## src/rtl/cnn_seq_pkg.sv

```systemverilog
// Shared state encoding and default timing constants
// for the CNN run sequencer.
package cnn_seq_pkg;

    typedef enum logic [2:0] {
        IDLE,
        HOLD_RST,
        DELAY,
        RUN,
        DRAIN,
        ERROR
    } seq_state_e;

    localparam int unsigned DEF_RST_HOLD_CYCLES    = 10;
    localparam int unsigned DEF_START_DELAY_CYCLES = 10;
    localparam int unsigned DEF_NUM_RUNS           = 4;
    localparam int unsigned DEF_TIMEOUT_CYCLES     = 100000;
    localparam int unsigned DEF_CNT_W              = 32;
    localparam int unsigned DEF_RUN_W              = 8;

    // Phases timed by the shared phase counter
    function automatic logic in_phase(input seq_state_e s);
        return (s == HOLD_RST) || (s == DELAY);
    endfunction

endpackage

```

## src/rtl/cnn_seq_sat_counter.sv

```systemverilog
// Saturating up-counter with synchronous clear and count enable.
// Holds at all-ones instead of wrapping.
module cnn_seq_sat_counter #(
    parameter int unsigned W = 32
) (
    input  logic         clk_i,
    input  logic         rst_ni,
    input  logic         clr_i,
    input  logic         en_i,
    output logic [W-1:0] cnt_o
);

    logic [W-1:0] cnt_q;
    logic [W-1:0] cnt_d;

    always_comb begin
        cnt_d = cnt_q;
        if (clr_i) begin
            cnt_d = '0;
        end else if (en_i && (cnt_q != '1)) begin
            cnt_d = cnt_q + 1'b1;
        end
    end

    always_ff @(posedge clk_i or negedge rst_ni) begin
        if (!rst_ni) begin
            cnt_q <= '0;
        end else begin
            cnt_q <= cnt_d;
        end
    end

    assign cnt_o = cnt_q;

endmodule

```

## src/rtl/cnn_run_sequencer.sv

```systemverilog
// Run controller: resets, starts and times repeated CNN inference runs.
// Define CNN_SEQ_LATENCY_STATS_EN to add min/max latency outputs.
module cnn_run_sequencer
    import cnn_seq_pkg::*;
#(
    parameter int unsigned RST_HOLD_CYCLES    = DEF_RST_HOLD_CYCLES,
    parameter int unsigned START_DELAY_CYCLES = DEF_START_DELAY_CYCLES,
    parameter int unsigned NUM_RUNS           = DEF_NUM_RUNS,
    parameter int unsigned TIMEOUT_CYCLES     = DEF_TIMEOUT_CYCLES,
    parameter int unsigned CNT_W              = DEF_CNT_W,
    parameter int unsigned RUN_W              = DEF_RUN_W
) (
    input  logic             clk,
    input  logic             rst,
    input  logic             go,
    input  logic             done,
    output logic             dut_rst_n,
    output logic             start_flag,
    output logic             busy,
    output logic [RUN_W-1:0] run_idx,
    output logic [CNT_W-1:0] last_latency,
    output logic             latency_valid,
    output logic             all_done,
    output logic             timeout_err
`ifdef CNN_SEQ_LATENCY_STATS_EN
    ,
    output logic [CNT_W-1:0] min_latency,
    output logic [CNT_W-1:0] max_latency
`endif
);

    seq_state_e state_q, state_d;

    logic [CNT_W-1:0] phase_cnt;
    logic [CNT_W-1:0] lat_cnt;
    logic [CNT_W-1:0] lat_next;
    logic phase_clr, phase_en;
    logic lat_clr, lat_en;
    logic accept, hold_end, delay_end;
    logic tmo_hit, last_run, lat_hit;

    logic             dut_rst_n_q, dut_rst_n_d;
    logic             start_flag_q, start_flag_d;
    logic             busy_q, busy_d;
    logic [RUN_W-1:0] run_idx_q, run_idx_d;
    logic [CNT_W-1:0] last_lat_q, last_lat_d;
    logic             lat_valid_q, lat_valid_d;
    logic             all_done_q, all_done_d;
    logic             terr_q, terr_d;

    assign accept    = (state_q == IDLE) && go && !terr_q;
    assign hold_end  = phase_cnt == CNT_W'(RST_HOLD_CYCLES - 1);
    assign delay_end = phase_cnt == CNT_W'(START_DELAY_CYCLES - 1);
    assign tmo_hit   = lat_cnt == CNT_W'(TIMEOUT_CYCLES - 1);
    assign last_run  = run_idx_q == RUN_W'(NUM_RUNS - 1);
    assign lat_hit   = (state_q == RUN) && done;
    assign lat_next  = (lat_cnt == '1) ? lat_cnt : lat_cnt + 1'b1;

    // Phase counter restarts on every state change
    assign phase_en  = in_phase(state_q);
    assign phase_clr = !phase_en || (state_d != state_q);
    assign lat_en    = (state_q == RUN);
    assign lat_clr   = !lat_en;

    cnn_seq_sat_counter #(.W(CNT_W)) u_phase_cnt (
        .clk_i  (clk),
        .rst_ni (rst),
        .clr_i  (phase_clr),
        .en_i   (phase_en),
        .cnt_o  (phase_cnt)
    );

    cnn_seq_sat_counter #(.W(CNT_W)) u_lat_cnt (
        .clk_i  (clk),
        .rst_ni (rst),
        .clr_i  (lat_clr),
        .en_i   (lat_en),
        .cnt_o  (lat_cnt)
    );

    always_ff @(posedge clk or negedge rst) begin
        if (!rst) begin
            state_q      <= IDLE;
            dut_rst_n_q  <= 1'b0;
            start_flag_q <= 1'b0;
            busy_q       <= 1'b0;
            run_idx_q    <= '0;
            last_lat_q   <= '0;
            lat_valid_q  <= 1'b0;
            all_done_q   <= 1'b0;
            terr_q       <= 1'b0;
        end else begin
            state_q      <= state_d;
            dut_rst_n_q  <= dut_rst_n_d;
            start_flag_q <= start_flag_d;
            busy_q       <= busy_d;
            run_idx_q    <= run_idx_d;
            last_lat_q   <= last_lat_d;
            lat_valid_q  <= lat_valid_d;
            all_done_q   <= all_done_d;
            terr_q       <= terr_d;
        end
    end

    // A done coinciding with the timeout cycle counts as completion
    always_comb begin
        state_d = state_q;
        unique case (state_q)
            IDLE:     if (accept) state_d = HOLD_RST;
            HOLD_RST: if (hold_end) state_d = DELAY;
            DELAY:    if (delay_end) state_d = RUN;
            RUN: begin
                if (done) begin
                    state_d = DRAIN;
                end else if (tmo_hit) begin
                    state_d = ERROR;
                end
            end
            DRAIN: begin
                if (!done) begin
                    state_d = last_run ? IDLE : HOLD_RST;
                end
            end
            ERROR:    state_d = ERROR;
            default:  state_d = IDLE;
        endcase
    end

    always_comb begin
        dut_rst_n_d  = (state_d == DELAY) || (state_d == RUN) ||
                       (state_d == DRAIN);
        start_flag_d = (state_d == RUN);
        busy_d       = (state_d != IDLE);
        lat_valid_d  = lat_hit;
        last_lat_d   = lat_hit ? lat_next : last_lat_q;
        terr_d       = terr_q || ((state_q == RUN) && (state_d == ERROR));
        run_idx_d    = run_idx_q;
        all_done_d   = all_done_q;
        if (accept) begin
            run_idx_d  = '0;
            all_done_d = 1'b0;
        end else if (state_q == DRAIN) begin
            if (state_d == HOLD_RST) begin
                run_idx_d = run_idx_q + 1'b1;
            end
            if (state_d == IDLE) begin
                all_done_d = 1'b1;
            end
        end
    end

    assign dut_rst_n     = dut_rst_n_q;
    assign start_flag    = start_flag_q;
    assign busy          = busy_q;
    assign run_idx       = run_idx_q;
    assign last_latency  = last_lat_q;
    assign latency_valid = lat_valid_q;
    assign all_done      = all_done_q;
    assign timeout_err   = terr_q;

`ifdef CNN_SEQ_LATENCY_STATS_EN
    logic [CNT_W-1:0] min_q, min_d;
    logic [CNT_W-1:0] max_q, max_d;

    always_comb begin
        min_d = min_q;
        max_d = max_q;
        if (accept) begin
            min_d = '1;
            max_d = '0;
        end else if (lat_hit) begin
            if (lat_next < min_q) min_d = lat_next;
            if (lat_next > max_q) max_d = lat_next;
        end
    end

    always_ff @(posedge clk or negedge rst) begin
        if (!rst) begin
            min_q <= '1;
            max_q <= '0;
        end else begin
            min_q <= min_d;
            max_q <= max_d;
        end
    end

    assign min_latency = min_q;
    assign max_latency = max_q;
`endif

endmodule

```

## config.mk

```make
export PLATFORM = sky130hd
export DESIGN_NAME = cnn_run_sequencer
export DESIGN_NICKNAME = d
export VERILOG_FILES = /design/src/rtl/cnn_seq_pkg.sv /design/src/rtl/cnn_seq_sat_counter.sv /design/src/rtl/cnn_run_sequencer.sv
export SDC_FILE = /design/constraint.sdc
export NUM_CORES = 1
export LEC_CHECK = 0
export ABC_AREA = 1
export BUFFER_PORTS_ARGS = -buffer_cell sky130_fd_sc_hd__buf_2
export CAP_MARGIN = 25
export CORE_AREA = 2 2 110 112
export CTS_BUF_LIST = sky130_fd_sc_hd__clkbuf_16
export CTS_CLUSTER_DIAMETER = 30
export DETAILED_ROUTE_END_ITERATION = 8
export DIE_AREA = 0 0 112 114
export PLACE_DENSITY = 0.76
export SYNTH_ARGS = -nofsm -noshare
export SYNTH_HDL_FRONTEND = slang
export SYNTH_SLANG_ARGS = --single-unit
```

## constraint.sdc

```tcl
create_clock -name clk -period 1.7 [get_ports clk]
set_clock_uncertainty 0.1 [all_clocks]
set_input_delay 0.255 -clock clk [delete_from_list [all_inputs] [get_ports clk]]
set_output_delay 0.255 -clock clk [all_outputs]
set_load 0.05 [all_outputs]
```

==> results.ini <==
[route]
drt_iter0_markers=947
drcViolationCount=0
wl_met2_um=13700
top_layer_used=met4
drtPass1Iterations=8
wl_per_cell_um=23.7
wl_met3_um=3440
ant_nets=0
wl_met1_um=9070
wirelength_um=29300
vias=7689
viasPerCell=6.24

[grt]
grt_pass1_wl_um=33000
grt_max_degree=54
grt_usage_pct=33.1
overflow=0
antenna_found_initial=1
first_global_vias=6922

[placed_design]
place_congestion=0.951
dp.cells=1153
placed_area_mm2=0.00800
preCtsSetupSlack_ns=-0.277
dp_hpwl_um=12200
portBuffers=49

[final_layout]
stdcell_area_mm2=0.0103
n_fill_cell=471
num_antenna_cells=0
drive_gt1_share_pct=50.8
syn2layout_area_growth_pct=63.6
utilization_pct=87.9
stdcell_count=1233
fin_nets=1081

[floorplanning]
coreArea_mm2=0.0117
io_pins=50
dieArea_mm2=0.0128
initial_utilization_pct=53.7
fp-row-count=40
die_h_um=114
die_w_um=112

[logic_synthesis]
synth_xor_area_share_pct=5.85
async_flop_share_pct=100
syn_nets=823
synth-seq-cells=113
yosys_warnings=0
yosysUniqueCellTypes=43
synth.area.mux_share_pct=0
syn_area_per_cell_um2=7.72
synth.largest_area_cell=dfrtp_1
yosys.area_share.adder_pct=0.795
synthCells=815
synthSimpleGateAreaFrac_pct=32.2
synth.top_cell.area_share_pct=44.9
synth_edf_count=0
synthTopCellsByCount=nand2_1 (197), nor2_1 (126), dfrtp_1 (113), inv_1 (81), a21oi_1 (36)
yosysMostFrequentCell=nand2_1
yosys-top-cells-area=dfrtp_1 (45%), nand2_1 (12%), nor2_1 (7.5%)
synthFlopType=dfrtp_1
synth-compound-area-share_pct=9.37
ys_seq_area_share_pct=44.9
synth_top_family_by_area=simple AND/OR/NAND/NOR gates
syn_area_mm2=0.00629

[critical_path]
cp_common_cell=nand2_1
path_max_fanout=4
cp-start-kind=register
worstPathArrival_ns=2.93
required_ns=1.91
critPathCaptureType=register
cp_cell_sequence=inv_1 > nor3_2 > nand2_1 > nor2_1 > nand2_1 > xor2_2 > nand2_2 > nand2_1 > nand2_1
crit_type=reg2reg
crit_path_top_delay_cell=nor3_2
slowest_delay_ns=0.60
critPathTopFamily=simple AND/OR/NAND/NOR gates
crit_buf_inv=1

[clock_tree]
cts.sinks=113
numCtsBuffers=17
root_buffer=clkbuf_16
cts.reportedPaths.clkPinSlew_ns=0.06
cts_buffer_depth=2
cts_tree=yes
clock_latency_ns=0.44
htreeDepth=4

[timing]
worst-slew-pin-transition_ns=0.794
hold_viol=0
report.final.setup_viol=112
max_slew_margin_pct=46.9
holdWs_ns=0.231
min_period_over_period_pct=160
fin_crit_ns=2.72
setup_slack_ns=-1.02
rsz0062_at_grt=true
clock.fmax_mhz=368
slew_violations=0

[min_path]
min_path_type=in2async

[status]
violations=setup timing
status=finished with violations

[run]
cap_violations=0

[power_and_ir_drop]
p_leak_nw=4.93
powerDensity_mw_per_mm2=584
vdd_drop_max_uv=923

[power breakdown]
part	internal, W	switching, W	total (W)
logic	0.0000464	0.000173	0.000219
clock network	0.00178	0.00128	0.00306
registers	0.00272	0.0000165	0.00273
[routing by layer]
metal,vias to the layer above,track usage [%]
met5,-,0
met4,0,18.7
met3,297,7.28
met2,659,58.7
met1,3608,36.9
li1,3125,-
[path summary, 6_finish.rpt]
| check | slack [ns] | endpoint | cells after the start | startpoint |
|---|---|---|---|---|
| worst max register to register | -1.02 | last_latency[27] | 9 | u_lat_cnt.cnt_o[17] |
| worst max-delay path | -1.02 | last_latency[27] | 9 | u_lat_cnt.cnt_o[17] |
| worst min-delay path | 0.23 | last_latency[0] | 2 | rst |
| max in group asynchronous | 0.64 | run_idx[4] | 3 | rst |
| min in group clk | 0.34 | state_q[1] | 6 | done |
| worst min register to register | 0.38 | last_latency[20] | 1 | last_latency[20] |
[kinds of logic after synthesis]
family          after synthesis
simple gates                443
flops                       113
buf+inv                     110
compound gates              103
xor+xnor                     42
fa+ha+maj                     4
[layout by cell type (no fill, tap or decap), types with 8 or more instances in the layout]
cell type / Yosys / routed
xor2_2: 0 / 14
dfrtp_2: 0 / 11
nor2_1: 126 / 88
nor3_1: 26 / 9
a21oi_2: 4 / 28
xor2_1: 35 / 17
nor3_4: 1 / 16
buf_6: 1 / 26
buf_2: 6 / 48
dfrtp_1: 113 / 102
buf_4: 1 / 162
nand2_4: 2 / 15
nand4_1: 21 / 21
inv_1: 81 / 73
clkbuf_16: 0 / 19
nand2_2: 7 / 43
buf_12: 0 / 8
nand3_1: 28 / 21
nor2_2: 7 / 17
nand2_1: 197 / 147
o21ai_2: 1 / 25
nor3_2: 6 / 8
nor2_4: 6 / 34
a21o_1: 16 / 16
inv_2: 10 / 21
[metrics by stage]
stage | power [W] | setup TNS (ns)
global route | 0.00614 | -56.59
finish | 0.00602 | -44.16
detailed placement | 0.00299 | -16.43
CTS | 0.00591 | -13.23
floorplan | 0.00289 | -3.65
global placement | 0.00299 | -13.25
[what timing repair did]
| item | CTS | global route |
|---|---|---|
| resized for setup | 162 | 184 |
| hold buffers | 1 | 0 |
| buffers inserted | 16 | 23 |
| endpoints found under the hold margin | 29 | 0 |
| setup endpoints to repair | 105 | 112 |
| pin swaps | 61 | 63 |
| cloned | 6 | 3 |
[cell type report]
class / instances / area (µm²) / area share [%]
clock inverter: 15 / 62.6 / 0.608
tap: 147 / 184 / 1.79
multi-input combinational: 597 / 4360 / 42.4
clock buffer: 17 / 425 / 4.13
timing repair buffer: 252 / 2060 / 20.0
sequential: 113 / 2840 / 27.6
inverter: 92 / 360 / 3.50
[flip-flops by register name, indices dropped and copies added, names as in the netlist]
| register | flops |
|---|---|
| all_done | 1 |
| latency_valid | 1 |
| timeout_err | 1 |
| start_flag | 1 |
| busy | 1 |
| last_latency | 32 |
| u_phase_cnt.cnt_o | 32 |
| dut_rst_n | 1 |
| u_lat_cnt.cnt_o | 32 |
| state_q | 3 |
| run_idx | 8 |
Note: power is estimated with default switching activity, not from simulation.
